**config.mk**
```make
export PLATFORM = sky130hd
export DESIGN_NAME = lemming_dig_arbiter
export DESIGN_NICKNAME = d
export VERILOG_FILES = /design/src/rtl/lemming_dig_arbiter.sv
export SDC_FILE = /design/constraint.sdc
export NUM_CORES = 1
export LEC_CHECK = 0
export ABC_AREA = 1
export BUFFER_PORTS_ARGS = -buffer_cell sky130_fd_sc_hd__buf_2
export CAP_MARGIN = 20
export CORE_ASPECT_RATIO = 1.75
export CORE_MARGIN = 10
export CORE_UTILIZATION = 50
export CTS_CLUSTER_SIZE = 10
export DETAILED_ROUTE_END_ITERATION = 12
export GPL_TIMING_DRIVEN = 0
export PLACE_DENSITY = 0.8
export RECOVER_POWER = 50
export SKIP_LAST_GASP = 1
export SYNTH_ARGS = -nofsm -noshare
export SYNTH_HDL_FRONTEND = slang
export SYNTH_SLANG_ARGS = --single-unit
```
**constraint.sdc**
```tcl
create_clock -name clk -period 1.3 [get_ports clk]
set_input_delay 0.26 -clock clk [delete_from_list [all_inputs] [get_ports clk]]
set_output_delay 0.26 -clock clk [all_outputs]
set_load 0.03 [all_outputs]
```
**src/rtl/lemming_dig_arbiter.sv**
```systemverilog
//==============================================================================
// Module   : lemming_dig_arbiter
// Brief    : Round-robin arbiter that shares one dig tool between N lemming
//            walkers, with a maximum dig duration and a cooldown between
//            grants. Optional macro DIG_STATS_EN adds the dig_total counter.
// Revision : 1.0 - initial release
//==============================================================================
`default_nettype none

module lemming_dig_arbiter #(
   parameter int N           = 4,
   parameter int MAX_DIG     = 8,
   parameter int COOL_CYCLES = 2,
   localparam int IDW        = (N > 1) ? $clog2(N) : 1
) (
   input  logic           clk,
   input  logic           areset,
   input  logic [N-1:0]   req,
   input  logic [N-1:0]   ground,
`ifdef DIG_STATS_EN
   output logic [15:0]    dig_total,
`endif
   output logic [N-1:0]   grant,
   output logic [IDW-1:0] owner_id,
   output logic           busy,
   output logic           timeout
);

   localparam int DCW = $clog2(MAX_DIG) + 1;
   localparam int CCW = $clog2(COOL_CYCLES) + 1;
   localparam logic [DCW-1:0] c_dig_last  = DCW'(MAX_DIG - 1);
   localparam logic [CCW-1:0] c_cool_last = CCW'(COOL_CYCLES - 1);
   localparam logic [IDW-1:0] c_last_idx  = IDW'(N - 1);

   typedef enum logic [1:0] {
      S_IDLE = 2'd0,
      S_DIG  = 2'd1,
      S_COOL = 2'd2
   } state_t;

   state_t         r_state;
   logic [IDW-1:0] r_rr_ptr;
   logic [DCW-1:0] r_dig_cnt;
   logic [CCW-1:0] r_cool_cnt;

   logic [N-1:0]   w_elig;
   logic           w_found;
   logic [IDW-1:0] w_pick;
   logic [N-1:0]   w_pick_onehot;
   logic [IDW-1:0] w_next_ptr;
   logic           w_owner_ground;
   logic           w_owner_req;

   assign w_elig = req & ground;

   // Scan from the farthest offset down so the nearest eligible index wins.
   always_comb begin
      w_found = 1'b0;
      w_pick  = '0;
      for (int k = N - 1; k >= 0; k--) begin
         if (w_elig[IDW'((int'(r_rr_ptr) + k) % N)]) begin
            w_found = 1'b1;
            w_pick  = IDW'((int'(r_rr_ptr) + k) % N);
         end
      end
   end

   assign w_pick_onehot  = {{(N-1){1'b0}}, 1'b1} << w_pick;
   assign w_next_ptr     = (owner_id == c_last_idx) ? '0 : owner_id + 1'b1;
   assign w_owner_ground = ground[owner_id];
   assign w_owner_req    = req[owner_id];

   always_ff @(posedge clk or posedge areset) begin
      if (areset) begin
         r_state    <= S_IDLE;
         grant      <= '0;
         owner_id   <= '0;
         busy       <= 1'b0;
         timeout    <= 1'b0;
         r_rr_ptr   <= '0;
         r_dig_cnt  <= '0;
         r_cool_cnt <= '0;
      end else begin
         timeout <= 1'b0;
         case (r_state)
            S_IDLE: begin
               if (w_found) begin
                  owner_id  <= w_pick;
                  grant     <= w_pick_onehot;
                  busy      <= 1'b1;
                  r_dig_cnt <= '0;
                  r_state   <= S_DIG;
               end
            end
            S_DIG: begin
               // Ground loss and request drop take priority over expiry,
               // so timeout only fires when the owner still wanted the tool.
               if (!w_owner_ground || !w_owner_req || (r_dig_cnt == c_dig_last)) begin
                  timeout    <= w_owner_ground && w_owner_req;
                  grant      <= '0;
                  r_cool_cnt <= '0;
                  r_rr_ptr   <= w_next_ptr;
                  r_state    <= S_COOL;
               end else begin
                  r_dig_cnt <= r_dig_cnt + 1'b1;
               end
            end
            S_COOL: begin
               if (r_cool_cnt == c_cool_last) begin
                  busy    <= 1'b0;
                  r_state <= S_IDLE;
               end else begin
                  r_cool_cnt <= r_cool_cnt + 1'b1;
               end
            end
            default: begin
               grant   <= '0;
               busy    <= 1'b0;
               r_state <= S_IDLE;
            end
         endcase
      end
   end

`ifdef DIG_STATS_EN
   always_ff @(posedge clk or posedge areset) begin
      if (areset) begin
         dig_total <= '0;
      end else if ((grant != '0) && (dig_total != 16'hFFFF)) begin
         dig_total <= dig_total + 16'd1;
      end
   end
`else
   // No statistics counter in this build.
`endif

endmodule

`default_nettype wire
```
Word level (Yosys, flattened, before mapping)
Index checks and enable logic that the tools add are counted.

Bits in registers: 18. Input bits: 10. Output and inout bits: 8. Word-level logic and storage cells: 91.

Add/subtract/negate cells: 6. $lt $le $gt $ge: 5. Eq/ne operators: 10. Shift-type cells: 1. Mux-type cells: 43. Bitwise logic cells: 3. Reductions and logical operators: 15.

Operators by type and width (number): $mux W2 (10); $mux W1 (18); $lt A2 B4 Y1 const B (4); $mux W4 (4); $reduce_and A3 Y1 (5); $bmux W1 S2 (6); $pmux W4 S3 (1); $ne A2 B2 Y1 const B (5); $pmux W4 S2 (1); $add A2 B1 Y2 const B (3); $pmux W2 S3 (1); $add A2 B2 Y2 const B (2); $add A4 B1 Y4 const B (1); $and A4 B4 Y4 (1); $eq A2 B1 Y1 const B (2); $eq A2 B2 Y1 const B (2); $eq A4 B3 Y1 const B (1); $pmux W2 S2 (1); $reduce_and A2 Y1 (2); $reduce_bool A2 Y1 (2); $shl A1 B2 Y4 const A (1); $lt A2 B3 Y1 const B (1); $pmux W1 S3 (1); $logic_not A1 Y1 (2); other kinds (4) (6).

Depth between registers and ports, before layout
Depth in word-level cells: 11. Depth in mapped cells: 13. Mapped depth without buffers: 12.

Least setup slack after synthesis
No wires, ideal clock.

Kind: register -> register. Start point: register owner_id[0]. End point: register r_dig_cnt[0]. Setup time: 0.124 ns. Arrival: 1.295 ns. Required time: 1.176 ns. Slack: -0.119 ns. Stages on the path, launching flop included: 10. Path buffers: 0. Period minus slack after synthesis: 1.419 ns. Cells stage by stage: dfrtp_1 inv_1 nand2_1 nand2_1 o21ai_2 nand3_1 nand2_4 inv_2 nand2_1 o21ai_1.

Cells in the longest elaborated chain, start to end: 7. Elaborated cells between the ends (all ways): 10. Those cells by class: eq/ne (1); mux (4); reduce/logical (5).

Ends and longest elaborated chain: start, declared (line 24) `output logic [IDW-1:0] owner_id,`; start signal, assigned (line 88) `owner_id <= w_pick;`; $bmux W1 S2, on equally long branches (line 70, 71); $mux W1, on equally long branches (line 70, 71); $logic_not A1 Y1 (line 98) `if (!w_owner_ground || !w_owner_req || (r_dig_cnt == c_dig_last)) begin`; $logic_or A1 B1 Y1 * (2 in a row) (line 98); $ne A2 B2 Y1 (no line) *; $reduce_and A3 Y1 (no line) *; end signal, assigned (line 105) `r_dig_cnt <= r_dig_cnt + 1'b1;`; end, declared (line 43) `logic [DCW-1:0] r_dig_cnt;`.

Every way passes the cells marked *; elsewhere a longest branch is shown, timed or not. The select of a mux whose other input is x is not followed. A chain may end at the register's enable or synchronous reset.

Worst setup path after layout
Start point: register r_rr_ptr[1]. End point: register r_dig_cnt[0].

Cells in the longest elaborated chain, start to end: 10. Elaborated cells between the ends (all ways): 21. Those cells by class: add/sub (3); eq/ne (1); mux (16); reduce/logical (1).

Ends and longest elaborated chain: start, declared (line 42) `logic [IDW-1:0] r_rr_ptr;`; start signal, assigned (line 102) `r_rr_ptr <= w_next_ptr;`; $add A2 B2 Y2 (line 61) `if (w_elig[IDW'((int'(r_rr_ptr) + k) % N)]) begin`; $bmux W1 S2 (line 61); $mux W1 (not written as such) (2 in a row) (line 61); $mux W1 (3 in a row) (line 61); $mux W1 * (line 61); $ne A2 B2 Y1 (no line) *; $reduce_and A3 Y1 (no line) *.

Marked as above.

==> metrics.md <==
| Metric | Value |
|---|---|
| Status | finished with violations |
| Failing checks | setup timing |
| Die area | 4710 um^2 |
| Commonest non-fill, non-tap cells in the layout | 37 x nand2_1, 18 x buf_2, 16 x nand2_2 |
| Yosys warns | 0 |
| Final hold slack | about 92 ps |
| Sequential power share | 21.3% |
| PwrDens | roughly 2800 nW/um^2 |
| DR vias | ~1,200 |
| Data arrival time of the worst path | 1650 ps |
| Sw frac | between 50% and 60% |
| Antenna cells | 0 |
| Seq/Total Area, Yosys | 39.0% |
| Largest net degree at the start of global routing | 19 |
| Leakage power | 0.000837 uW |
| Post-Synthesis Cells | about 160 |
| Critical path type | reg -> reg |
| Worst-path cell chain | inv_4 -> nand2_1 -> nand2_4 -> nand2_4 -> nand2_4 -> inv_2 -> nand3_2 -> nand2_4 -> nand2_4 -> inv_2 -> nand2_1 -> o21ai_1 |
| Final net count | approximately 200 |
| GRT Util Overall | around an eighth |
| Total power | around 4500 uW |
| Clock power share | between 10% and 20% |
| CTS sink cnt | 18 |
| NetSw | roughly 2300 uW |
| First-pass GRT wire length | 4970 um |
| Crit path required time | 1440 ps |
| Reg2reg end | r_dig_cnt[0]$_DFFE_PP0P_ |
| #FFs+latches synth | 18 |
| I/O pins | 18 |
| Worst reg2reg startpoint | r_rr_ptr[1]$_DFFE_PP0P_ |
| Clock tree buffer depth | 2 |
| Distinct cells, synth | 25 |
| FMAX | roughly 660 MHz |
| Cell area after layout | 1630 um^2 |
| Peak supply drop | about 1.7 mV |
| RSZ-0062 raised after global routing | true |
| Avg Inst Size Synth | around 7.5 um^2 |
| Vias in the first global route | between 1,000 and 1,500 |
| Worst min path class | in -> async |
| Most frequent CP cell | nand2_4 |
| CTS tree | yes |
| Vias per cell | ~5.5 |
| Rows | 23 |
| MaxCap Viol Count | 0 |
| Finished Layout Cells | about 210 |
| Crit share post-route | 116% |
| CTS Buf Count | 3 |
| Synth-to-layout area growth | 41.1% |
| Clock period minus worst slack | ~1500 ps |
| Slew Viols, Final | 0 |
| Skew-Pair Late Insertion Delay | between 200 and 300 ps |
| Initial DRC Count | 27 |
| Routed Wire Length | 3220 um |
| Actual slew at the worst max-slew pin | ~670 ps |
| Cell chosen for the clock root | clkbuf_8 |
| Die width | 56.3 um |
| Post-route setup slack | -206 ps |
| Port Buf Inserts | 17 |
| Final Skew | about 1.3 ps |
| DP HPWL | roughly 2100 um |
| H-tree levels | 1 |
| Antenna-violating nets left | 0 |
| Total core area | 2240 um^2 |
| CTS Hold Bufs | 0 |
| CP startpoint | r_rr_ptr[1]$_DFFE_PP0P_ |
| CP endpoint kind | flip-flop |
| GPL Wtd Cong | between 0.8 and 0.9 |
| Crit path max fanout | 6 |
| Clk pin slew, worst setup/hold paths | roughly 60 ps |
| Grt ovf | 0 |
| FF-to-FF path depth | 12 |
| Total iterations of the first detailed-routing run | 4 |
| Slowest stage delay, CP | between 400 and 500 ps |
| DR DRC count | 0 |
| Logic pwr share | 68.7% |
| CP max stage cell | dfrtp_2 |
| Initial Utilization | approximately half |
| Cell internal pwr | around 2200 uW |
| Rel. slew slack | between 50% and 60% |
| Setup Viol. Count Final | 16 |
| Final Hold Viols | 0 |
| FF-to-FF setup slack | -210 ps |
| Cell area after synthesis | around 1200 um^2 |
| Chip height | 83.6 um |
| CP Capture Point | r_dig_cnt[0]$_DFFE_PP0P_ |
| Most common cell after layout, fill and taps aside | nand2_1 |
| Antenna violations before repair | 0 |
| Placed cell area | around 1300 um^2 |
| Worst slack at placement | -183 ps |
| Wire per inst | around 15 um |
| Fill cells | between 150 and 200 |
| Synthesized Nets | 168 |
| Share of layout cells above drive strength 1 | 54.8% |
| DP Cell Count | around 200 |
| Critical Path Source Type | flip-flop |
-- sequential cells by signal, indices dropped and copies added, names as in the netlist --
name,flops
r_rr_ptr,2
owner_id,2
r_state,2
grant,4
busy,1
r_cool_cnt,2
timeout,1
r_dig_cnt,4
-- per-layer routing --
metal  vias to the layer above  part of all wire [%]  track usage (%)
met5                         -                     0                0
met4                         0                   2.8             9.45
met3                         9                   3.2             1.68
met2                        24                    60             22.4
met1                       575                    34             11.9
li1                        558                     -                -
-- power by group through the flow --
stage                     logic (uW)  registers (uW)  clock network, uW
after floorplan                 1570            1070                  0
after global placement          2100             923                  0
after detailed placement        2180             933                  0
after CTS                       2470             924                468
after global routing            3440             988                481
final                           3120             968                453
-- stage by stage --
step	setup TNS, ps	util (%)
6_report	-2200	72.6
5_1_grt	-3890	72.6
4_1_cts	-1650	63.6
3_5_place_dp	-1730	56.9
3_3_place_gp	-1350	56.9
2_1_floorplan	-218	-
-- cell families (layout without fill, tap and decap cells) --
logic type,after synthesis,in the layout,share of synthesized area [%]
xor+xnor,1,1,0.759
buf+inv,17,50,6.61
simple gates,102,102,43.2
compound gates,14,14,7.15
flops,18,18,39.0
fa+ha+maj,3,3,3.25
-- cell usage after synthesis (all sizes together) --
master,n,area [um^2]
o31ai,1,7.51
or2,1,6.26
and2,2,17.5
nand2,67,302
nand3,19,110
dfrtp,18,450
nand4,2,12.5
buf,1,11.3
inv,16,65.1
o21a,1,7.51
nor2,11,51.3
o21ai,8,43.8
ha,3,37.5
xor2,1,8.76
a21oi,4,23.8
-- worst min path at each step --
stage                      start                   endpoint  slack, ps  cells after the start
after floorplan           areset           busy$_DFFE_PP0P_        200                      1
after global placement    areset       grant[2]$_DFFE_PP0P_        370                      2
after detailed placement  areset       grant[1]$_DFFE_PP0P_        380                      2
after CTS                 areset       grant[1]$_DFFE_PP0P_        110                      2
after global routing      areset  r_cool_cnt[0]$_DFFE_PP0P_        140                      2
final                     areset  r_cool_cnt[0]$_DFFE_PP0P_         90                      2
-- area by class of cell --
type / instances / area [um^2] / area share [%]
multi-input combinational: 120 / 826 / 50.7
sequential: 18 / 454 / 27.9
timing repair buffer: 29 / 176 / 10.8
inverter: 16 / 75.1 / 4.61
clock buffer: 4 / 55.1 / 3.38
tap: 25 / 31.3 / 1.92
buffer: 1 / 11.3 / 0.691
-- worst max-delay path: cells and delay by family, from the launching register on --
kind                   cells  cell delay, ps
AND/OR/NAND/NOR            8             660
flip-flops                 1             480
buffers and inverters      3             200
AO/OA/AOI/OAI              1              60
-- timing repair --
action                     in CTS  in global routing
cloned                          0                  1
setup endpoints to repair      14                 16
pin swaps                       6                 26
buffers inserted                8                  3
resized for setup              12                 47
hold endpoints to repair        0                  0
Power figures use the tool's default switching activity.
